===== src/rtl/router_pkg.sv =====
// router_pkg
// Shared definitions for the router packet transmitter: FSM state encoding,
// maximum payload length and header field widths, plus a helper that
// assembles the header byte {len, addr}.
package router_pkg;

  localparam int ROUTER_MAX_LEN   = 63;
  localparam int ROUTER_ADDR_W    = 2;
  localparam int ROUTER_LEN_W     = 6;
  localparam int ROUTER_DATA_W    = 8;
  localparam int ROUTER_BUF_DEPTH = ROUTER_MAX_LEN + 1;
  localparam int ROUTER_IDX_W     = $clog2(ROUTER_BUF_DEPTH);

  typedef enum logic [2:0] {
    ST_IDLE    = 3'd0,
    ST_FILL    = 3'd1,
    ST_HEADER  = 3'd2,
    ST_PAYLOAD = 3'd3,
    ST_PARITY  = 3'd4,
    ST_DONE    = 3'd5
  } router_tx_state_t;

  function automatic logic [ROUTER_DATA_W-1:0] router_header(
    input logic [ROUTER_LEN_W-1:0]  len,
    input logic [ROUTER_ADDR_W-1:0] addr
  );
    return {len, addr};
  endfunction

endpackage


===== src/rtl/router_tx_buf.sv =====
// router_tx_buf
// Payload storage for one packet: 64 x 8 register array with one synchronous
// write port and one asynchronous read port. Contents are never reset.
// Ports:
//   clk      clock
//   wr_en    write strobe, wr_data stored at wr_addr on the rising edge
//   wr_addr  write index
//   wr_data  write byte
//   rd_addr  read index
//   rd_data  byte at rd_addr (combinational)
module router_tx_buf
  import router_pkg::*;
(
  input  logic                     clk,
  input  logic                     wr_en,
  input  logic [ROUTER_IDX_W-1:0]  wr_addr,
  input  logic [ROUTER_DATA_W-1:0] wr_data,
  input  logic [ROUTER_IDX_W-1:0]  rd_addr,
  output logic [ROUTER_DATA_W-1:0] rd_data
);

  logic [ROUTER_DATA_W-1:0] mem [ROUTER_BUF_DEPTH];

  always_ff @(posedge clk) begin
    if (wr_en) begin
      mem[wr_addr] <= wr_data;
    end
  end

  assign rd_data = mem[rd_addr];

endmodule


===== src/rtl/router_pkt_tx.sv =====
// router_pkt_tx
// Packet transmitter towards the router. A request (addr, len) is accepted,
// the whole payload is buffered first, then header, payload and a trailing
// XOR parity byte are streamed without gaps, honouring router busy.
// Ports:
//   clk, rst            clock, synchronous active-low reset
//   req_valid/ready     request handshake, req_addr (0..3), req_len (0..63)
//   pld_valid/ready     payload byte handshake, pld_data
//   busy                router busy: hold the current output byte
//   data_out, pkt_valid byte to router; pkt_valid high for header + payload
//   tx_done             one-cycle pulse when the packet is complete
//   err, err_cnt        router parity-error flag and its saturating count
//   par_inj             only with ROUTER_TX_PAR_INJ_EN defined: sampled at
//                       request acceptance, inverts the parity byte
//
// state      | meaning
// -----------+------------------------------------------------------
// ST_IDLE    | waiting for a request, req_ready high
// ST_FILL    | accepting len payload bytes into the buffer
// ST_HEADER  | presenting header {len, addr}
// ST_PAYLOAD | presenting buffer[rd_idx], parity accumulates on consume
// ST_PARITY  | presenting parity byte, pkt_valid low
// ST_DONE    | tx_done pulse, back to idle
module router_pkt_tx
  import router_pkg::*;
(
  input  logic                     clk,
  input  logic                     rst,
  input  logic                     req_valid,
  output logic                     req_ready,
  input  logic [ROUTER_ADDR_W-1:0] req_addr,
  input  logic [ROUTER_LEN_W-1:0]  req_len,
  input  logic                     pld_valid,
  output logic                     pld_ready,
  input  logic [ROUTER_DATA_W-1:0] pld_data,
  input  logic                     busy,
  output logic [ROUTER_DATA_W-1:0] data_out,
  output logic                     pkt_valid,
  output logic                     tx_done,
  input  logic                     err,
`ifdef ROUTER_TX_PAR_INJ_EN
  input  logic                     par_inj,
`endif
  output logic [7:0]               err_cnt
);

  router_tx_state_t          state;
  logic [ROUTER_ADDR_W-1:0]  addr_q;
  logic [ROUTER_LEN_W-1:0]   len_q;
  logic [ROUTER_DATA_W-1:0]  parity_q;
  logic [ROUTER_IDX_W-1:0]   wr_idx;
  logic [ROUTER_IDX_W-1:0]   rd_idx;
  logic [ROUTER_IDX_W-1:0]   rd_addr;
  logic [ROUTER_DATA_W-1:0]  rd_data;
  logic [ROUTER_DATA_W-1:0]  parity_nxt;
  logic                      buf_wr_en;
  logic                      inj;

`ifdef ROUTER_TX_PAR_INJ_EN
  logic par_inj_q;
  assign inj = par_inj_q;
`else
  assign inj = 1'b0;
`endif

  assign buf_wr_en = (state == ST_FILL) && pld_valid;

  // data_out is registered, so the buffer is read one byte ahead: in HEADER
  // the next byte is buffer[0], in PAYLOAD it is buffer[rd_idx+1].
  assign rd_addr = (state == ST_PAYLOAD) ? rd_idx + 6'd1 : '0;

  // In PAYLOAD data_out holds buffer[rd_idx], the byte being consumed.
  assign parity_nxt = parity_q ^ data_out;

  router_tx_buf u_buf (
    .clk     (clk),
    .wr_en   (buf_wr_en),
    .wr_addr (wr_idx),
    .wr_data (pld_data),
    .rd_addr (rd_addr),
    .rd_data (rd_data)
  );

  always_ff @(posedge clk) begin
    if (!rst) begin
      state     <= ST_IDLE;
      addr_q    <= '0;
      len_q     <= '0;
      parity_q  <= '0;
      wr_idx    <= '0;
      rd_idx    <= '0;
      req_ready <= 1'b1;
      pld_ready <= 1'b0;
      pkt_valid <= 1'b0;
      data_out  <= '0;
      tx_done   <= 1'b0;
`ifdef ROUTER_TX_PAR_INJ_EN
      par_inj_q <= 1'b0;
`endif
    end else begin
      case (state)
        ST_IDLE: begin
          if (req_valid) begin
            addr_q    <= req_addr;
            len_q     <= req_len;
            parity_q  <= router_header(req_len, req_addr);
            wr_idx    <= '0;
            rd_idx    <= '0;
            req_ready <= 1'b0;
`ifdef ROUTER_TX_PAR_INJ_EN
            par_inj_q <= par_inj;
`endif
            if (req_len != '0) begin
              state     <= ST_FILL;
              pld_ready <= 1'b1;
            end else begin
              state     <= ST_HEADER;
              pkt_valid <= 1'b1;
              data_out  <= router_header(req_len, req_addr);
            end
          end
        end

        ST_FILL: begin
          if (pld_valid) begin
            wr_idx <= wr_idx + 6'd1;
            if (wr_idx == len_q - 6'd1) begin
              state     <= ST_HEADER;
              pld_ready <= 1'b0;
              pkt_valid <= 1'b1;
              data_out  <= router_header(len_q, addr_q);
            end
          end
        end

        ST_HEADER: begin
          if (!busy) begin
            if (len_q != '0) begin
              state    <= ST_PAYLOAD;
              data_out <= rd_data;
            end else begin
              state     <= ST_PARITY;
              pkt_valid <= 1'b0;
              data_out  <= inj ? ~parity_q : parity_q;
            end
          end
        end

        ST_PAYLOAD: begin
          if (!busy) begin
            parity_q <= parity_nxt;
            rd_idx   <= rd_idx + 6'd1;
            if (rd_idx == len_q - 6'd1) begin
              state     <= ST_PARITY;
              pkt_valid <= 1'b0;
              data_out  <= inj ? ~parity_nxt : parity_nxt;
            end else begin
              data_out <= rd_data;
            end
          end
        end

        ST_PARITY: begin
          if (!busy) begin
            state    <= ST_DONE;
            data_out <= '0;
            tx_done  <= 1'b1;
          end
        end

        ST_DONE: begin
          state     <= ST_IDLE;
          tx_done   <= 1'b0;
          req_ready <= 1'b1;
        end

        default: begin
          state     <= ST_IDLE;
          req_ready <= 1'b1;
          pld_ready <= 1'b0;
          pkt_valid <= 1'b0;
          data_out  <= '0;
          tx_done   <= 1'b0;
        end
      endcase
    end
  end

  always_ff @(posedge clk) begin
    if (!rst) begin
      err_cnt <= '0;
    end else if (err && (err_cnt != 8'hFF)) begin
      err_cnt <= err_cnt + 8'd1;
    end
  end

endmodule


===== config.mk =====
export PLATFORM = sky130hd
export DESIGN_NAME = router_pkt_tx
export DESIGN_NICKNAME = d
export VERILOG_FILES = /design/src/rtl/router_pkg.sv /design/src/rtl/router_tx_buf.sv /design/src/rtl/router_pkt_tx.sv
export SDC_FILE = /design/constraint.sdc
export NUM_CORES = 1
export LEC_CHECK = 0
export CAP_MARGIN = 20
export CORE_UTILIZATION = 55
export CTS_CLUSTER_DIAMETER = 60
export DETAILED_ROUTE_END_ITERATION = 10
export MAX_ROUTING_LAYER = met4
export PLACE_DENSITY_LB_ADDON = 0.25
export SYNTH_ARGS = -nofsm -noshare
export SYNTH_HDL_FRONTEND = slang
export SYNTH_SLANG_ARGS = --single-unit

===== constraint.sdc =====
create_clock -name clk -period 2.8 [get_ports clk]
set_input_delay 0.84 -clock clk [delete_from_list [all_inputs] [get_ports clk]]
set_output_delay 0.84 -clock clk [all_outputs]
set_load 0.05 [all_outputs]

==> Word level (Yosys, flattened, before mapping) <==
Memories as Yosys holds them, arrays and structs flattened.
Cells that the tools add are included.
{ "classes": {"n_mux": 49, "n_addsub": 4, "eq_ne": 18, "n_reduce_logical": 20, "n_bitwise": 6} }
{ "op_table": {"columns": ["op", "n"], "rows": [
  ["$mux W8", 11],
  ["$pmux W8 S6", 1],
  ["$mux W3", 8],
  ["$mux W6", 4],
  ["$pmux W6 S2", 2],
  ["$mux W1", 16],
  ["$ne A2 B2 Y1 const B", 8],
  ["$pmux W8 S2", 1],
  ["$pmux W3 S5", 1],
  ["$add A6 B1 Y6 const B", 2],
  ["$eq A6 B6 Y1", 2],
  ["$reduce_bool A6 Y1", 2],
  ["$reduce_or A4 Y1", 3],
  ["$reduce_and A9 Y1", 1],
  ["$add A8 B1 Y8 const B", 1],
  ["$ne A8 B8 Y1 const B", 1],
  ["$reduce_and A8 Y1", 1],
  ["$xor A8 B8 Y8", 1],
  ["$reduce_and A7 Y1", 1],
  ["$eq A3 B2 Y1 const B", 2],
  ["$eq A3 B3 Y1 const B", 2],
  ["$reduce_and A2 Y1", 3],
  ["$reduce_and A3 Y1", 2],
  ["$sub A6 B1 Y6 const B", 1],
  ["other kinds (12)", 20]
]} }
{ "totals": {"memories": 1, "ff_bits": 51, "word_cells": 110, "ramBits": 512, "out_inout_bits": 20, "in_bits": 22} }
{ "memory_table": {"columns": ["memory", "depth", "width", "rd", "rd_ports_with_merged_regs", "write_ports", "line", "source"], "rows": [
  ["u_buf.mem", 64, 8, 1, 0, 1, "router_tx_buf.sv:22", "logic [ROUTER_DATA_W-1:0] mem [ROUTER_BUF_DEPTH];"]
]} }

==> Longest topological paths before layout <==
Gate-level depths: netlist (run 1).
An unclocked memory read counts as a cell.
{ "depth": {"depth_word": 6, "ltp_mapped": 13, "mapped_depth_nobuf": 10} }

==> By module <==
A second synthesis (run 1) with hierarchy kept.
{ "hier_totals": {"hier_cells": 1322, "area_unflattened_um2": 23378.7} }
{ "modules_own_cells": {"columns": ["mod", "seq_area_each_um2", "area_per_inst_um2", "n_inst", "cells_per_inst"], "rows": [
  ["router_tx_buf", 15374.7, 20006.7, 1, 932],
  ["router_pkt_tx", 1021.0, 3372.0, 1, 390]
]} }

==> Worst setup path before layout (run 1) <==
OpenSTA, ideal clock, no wires.
{ "synth_path": {"path_kind": "flip-flop to flip-flop", "from": "reg len_q[0]", "to": "reg data_out[5]", "arrival_ps": 2437, "setup_ps": 79, "path_slack_ps": 284, "t_required_ps": 2721, "path_stages_with_launch": 13, "n_path_buf": 2, "synth_period_minus_slack_ps": 2516, "cell_sequence": "dfxtp_1 -> buf_6 -> inv_1 -> ha_1 -> nor3b_1 -> xnor2_1 -> nand2_1 -> or4b_4 -> buf_6 -> or2_4 -> nor2_1 -> o21ai_1 -> o211ai_1"} }
{ "synth_between": {"elab_chain_cells": 5, "word_cells_on_any_way": 11, "classes_between": "add/sub: 1; eq/ne: 3; mux: 5; reduce/logical: 2"} }
{ "synth_lines": {"columns": ["item", "line", "source"], "rows": [
  ["start: declaration", "router_pkt_tx.sv:49", "logic [ROUTER_LEN_W-1:0] len_q;"],
  ["start signal: assignment", "router_pkt_tx.sv:105", "len_q <= req_len;"],
  ["$sub A6 B1 Y6", "router_pkt_tx.sv:127, router_pkt_tx.sv:153", null],
  ["$eq A6 B6 Y1", "router_pkt_tx.sv:153", "if (rd_idx == len_q - 6'd1) begin"],
  ["$mux W8", "router_pkt_tx.sv:153", null],
  ["$mux W8", "router_pkt_tx.sv:150", "if (!busy) begin"],
  ["$pmux W8 S6", "router_pkt_tx.sv:101", "case (state)"],
  ["end signal: assignment", "router_pkt_tx.sv:119", "data_out <= router_header(req_len, req_addr);"],
  ["end signal: assignment", "router_pkt_tx.sv:156", "data_out <= inj ? ~parity_nxt : parity_nxt;"],
  ["end signal: assignment", "router_pkt_tx.sv:158", "data_out <= rd_data;"],
  ["end: declaration", "router_pkt_tx.sv:37", "output logic [ROUTER_DATA_W-1:0] data_out,"]
]} }
Several ways; a longest one is shown, not always the timed one. The select of a mux whose other input is x is not followed.
A chain may end at the register's enable or synchronous reset.

==> Worst setup path after layout (run 1) <==
{ "layout_path": {"from": "reg rd_idx[0]", "to": "reg data_out[2]"} }
{ "layout_between": {"elab_chain_cells": 6, "word_cells_on_any_way": 9, "classes_between": "add/sub: 1; eq/ne: 1; mux: 6; memory: 1"} }
{ "layout_lines": {"columns": ["item", "line", "source"], "rows": [
  ["start: declaration", "router_pkt_tx.sv:52", "logic [ROUTER_IDX_W-1:0] rd_idx;"],
  ["start signal: assignment", "router_pkt_tx.sv:152", "rd_idx <= rd_idx + 6'd1;"],
  ["$add A6 B1 Y6", "router_pkt_tx.sv:70", "assign rd_addr = (state == ST_PAYLOAD) ? rd_idx + 6'd1 : '0;"],
  ["$mux W6", "router_pkt_tx.sv:70", null],
  ["$mem_v2 Z64 W8", null, null],
  ["$mux W8, on equally long branches", "router_pkt_tx.sv:153, router_pkt_tx.sv:138", null],
  ["$mux W8, on equally long branches", "router_pkt_tx.sv:150, router_pkt_tx.sv:137", null],
  ["$pmux W8 S6 *", "router_pkt_tx.sv:101", null]
]} }
Every way passes the cells marked *; elsewhere a longest branch is shown, timed or not. The select of a mux whose other input is x is not followed.

==> results of run 1 <==
## metal layers
metal  share of wire (%)  wire length [um]  global-route usage [%]
met2                  46             32000                    48.6
met4                 5.2              3600                    17.2
met3                  10              6970                    5.18
met5                   0                 0                       -
met1                  39             27000                    44.5
## through the flow
step                worst slack (ps)  std cells  util [%]  hold slack [ps]
floorplan                        284       1777         -              443
global placement                -186       2491      62.9              455
detailed placement              -185       2491      62.9              474
CTS                             11.1       2600      67.7              479
global route                   -88.3       2605      68.3              520
finish                         -64.7       2605      68.3              475
## path summary, 6_finish.rpt
path / from / to / slack, ps / cells after the start
setup / recovery: rd_idx[0]$_SDFFE_PN0P_ / data_out[2]$_SDFFE_PN0P_ / -60 / 12
hold / removal: addr_q[1]$_SDFFE_PN0P_ / addr_q[1]$_SDFFE_PN0P_ / 470 / 2
setup reg to reg: rd_idx[0]$_SDFFE_PN0P_ / data_out[2]$_SDFFE_PN0P_ / -60 / 12
hold reg to reg: addr_q[1]$_SDFFE_PN0P_ / addr_q[1]$_SDFFE_PN0P_ / 470 / 2
## logic make-up (layout without fill, tap and decap cells)
kind of cell | Yosys count | in the layout | synth area share (%)
multiplexers | 74 | 74 | 3.73
buffers and inverters | 132 | 421 | 2.52
adder cells (fa/ha/maj) | 4 | 4 | 0.212
AO/OA/AOI/OAI | 381 | 381 | 10.9
flip-flops | 563 | 563 | 69.4
AND/OR/NAND/NOR | 591 | 591 | 11.8
XOR/XNOR | 32 | 32 | 1.40
## cells in the mapped netlist, types with 8 or more instances
library cell and number:
a211oi_1 47, mux2_2 12, nand3_1 72, nand2b_1 11
inv_1 10, a21oi_1 73, nor3_1 31, o22ai_1 20
xnor2_1 13, nor2b_1 13, and3_1 20, nand2_1 222
o21ai_0 60, mux2i_1 52, nor4_1 10, dfxtp_1 51
o221ai_1 8, a221oi_1 44, buf_2 58, clkbuf_1 39
nor3b_1 10, mux4_2 10, edfxtp_1 512, nor2_1 132
a21boi_0 12, a31oi_1 38, xor2_1 14, buf_1 20
o21ai_1 9, o211ai_1 16, and2_1 30
## repair_timing
action	4_1_cts	5_1_grt
gates resized for setup	9	46
cloned	0	1
pin swaps	1	16
setup buffers	3	4
setup endpoints to repair	4	9
## tightest hold or removal path: stages, from the launching register on
cell and delay (ps):
dfxtp_1 310, nand2_1 50, a21boi_0 60
## state kept, by name, indices dropped and copies added (netlist names)
| signal | cells |
|---|---|
| len_q | 6 |
| data_out | 8 |
| parity_q | 8 |
| addr_q | 2 |
| pkt_valid | 1 |
| state | 3 |
| req_ready | 1 |
| err_cnt | 8 |
| u_buf.mem | 512 |
| rd_idx | 6 |
| wr_idx | 6 |
| tx_done | 1 |
| pld_ready | 1 |
## cell usage in the layout (no fill, tap or decap), types with 10 or more instances in the layout
cell type	count
bufinv_16	11
nand2b_1	10
buf_12	34
clkinv_2	11
edfxtp_1	512
a21oi_1	72
mux4_2	10
nor2_1	131
a31oi_1	35
a211oi_1	35
nor2b_1	13
o21ai_1	10
mux2i_1	52
clkbuf_16	57
o211ai_1	16
nor3_1	30
xor2_1	14
clkdlybuf4s50_1	30
a221oi_1	40
a211oi_2	10
xnor2_1	11
mux2_2	12
nand2_1	220
o22ai_1	19
a21boi_0	12
dfxtp_1	49
and2_1	30
and3_1	19
buf_4	222
o21ai_0	59
nand3_1	71
## power by group through the flow
stage / combinational (mW) / clock (mW) / sequential [mW]
2_1_floorplan: 1.62 / 0 / 9.76
5_1_grt: 3.31 / 8.42 / 9.52
3_3_place_gp: 2.97 / 0 / 9.66
6_report: 3.13 / 8.03 / 9.50
4_1_cts: 3.05 / 8.11 / 9.49
3_5_place_dp: 3.01 / 0 / 9.67
## layout make-up
type	count	area [um^2]
fillers	2854	13300
multi-input cells	1082	6870
clock buffers	69	1490
repair buffers	305	2840
clock inverters	37	488
inverters	10	37.5
well taps	539	674
flip-flops and latches	563	16400
==> impl_metrics.ini, run 1 <==
[run]
maxCapViolations = 0

[logic_synthesis]
seq_area_frac_synth_pct = 69.4
syn_nets = 1803
synth_area_leaders = edfxtp_1 65%, dfxtp_1 4.3%, nand2_1 3.5%
yosysTopAreaCell = edfxtp_1
syn-cell-area_um2 = 23600
ys_ff_latch = 563
async_flop_share_pct = 0
yosys_warnings = 0
ys_types = 80
syn_area_per_cell_um2 = 13.3
synth_top_area_share_pct = 65.1
synth_cells = 1777
synth_edf_count = 512
synth_flop_cell = edfxtp_1

[route]
vias = 16700
firstDrtPassIters = 5
ant_nets = 0
via_per_inst = 6.42
wl_um = 69600
routedWlPerCell_um = 26.7
drtIter0Drc = 2207
remaining_drc_errors = 0

[setup_path]
cp-end-kind = flop
slowest_stage = dfxtp_4
cp_cell_sequence = ha_2, nand4b_1, buf_6, buf_12, buf_4, a221oi_1, a31oi_1, a211oi_2, a311oi_2, nand3b_1, a31oi_1, a221o_1
required_ps = 3310
path_common_cell = a31oi_1
cp_max_fo = 13
start_kind = flop
crit_type = reg -> reg
worst-path-buf-inv = 3
cpPeakStageDelay_ps = 350
crit_family = compound AO/OA/AOI/OAI gates
crit_arrival_ps = 3370

[die]
core_area_um2 = 42100
pin_count = 42
rows = 75
die_area_um2 = 43800
initial_core_util_pct = 56.0
die_w_um = 209
fp.dieH_um = 209

[clock_network]
tritoncts = done
cts.sinks = 563
root_buffer = clkbuf_16
cts_made_buffers = 56
clk_pin_slew_ps = 60
clockBufferDepth = 3
insertion_delay_ps = 630
hold_buffers = 0
htreeDepth = 2

[timing]
period_share_pct = 102
setup-tns-final_ps = -64.9
worst_slew_pin_slew_ps = 648
finalSetupViolCount = 2
slew_headroom_pct = 56.8
fin_skew_ps = 24.5
maxSlewViolCount = 0
min_period_ps = 2860
final_hold_viol_count = 0
final.setup.worst_slack_ps = -64.7
fmax_ghz = 0.349

[placed_design]
globalplace.congestion = 0.965
numPortBuffers = 41
dpl.hpwl_um = 43900
place_area_um2 = 26500

[run_status]
violations = setup timing
status = finished, violations left

[min_path]
hold_class = reg -> reg

[global_routing]
grt_pass1_vias = 16100
grt_max_degree = 65
grt_overflow = 0
antenna_found_initial = 3
grt_usage_pct = 32.9
grt_first_pass_wirelength_um = 102000

[pwr]
seq_power_share_pct = 46.0
peakVddDrop_mv = 0.681
finalPower_mw = 20.7
internal_power_mw = 15.3
p_clk_share_pct = 38.9
pwr-share-comb_pct = 15.2
switchingPower_mw = 5.37
p_sw_share_pct = 26.0
p_per_area_nw_per_um2 = 718
p_leak_nw = 9.90

[finish]
layout.nets = 2044
design_area_um2 = 28800
drive_gt1_share_pct = 21.6
diodes = 0
syn_to_final_growth_pct = 21.9
Note: power is estimated with default switching activity, not from simulation.
==> run 2: changes to the inputs <==
--- a/config.mk
+++ b/config.mk
@@ -9,6 +9,7 @@
 export CORE_UTILIZATION = 55
 export CTS_CLUSTER_DIAMETER = 60
 export DETAILED_ROUTE_END_ITERATION = 10
+export HOLD_SLACK_MARGIN = 0.05
 export MAX_ROUTING_LAYER = met4
 export PLACE_DENSITY_LB_ADDON = 0.25
 export SYNTH_ARGS = -nofsm -noshare
==> results of run 2 <==
No change in the layout: final DEF, timing and power equal those of run 1.
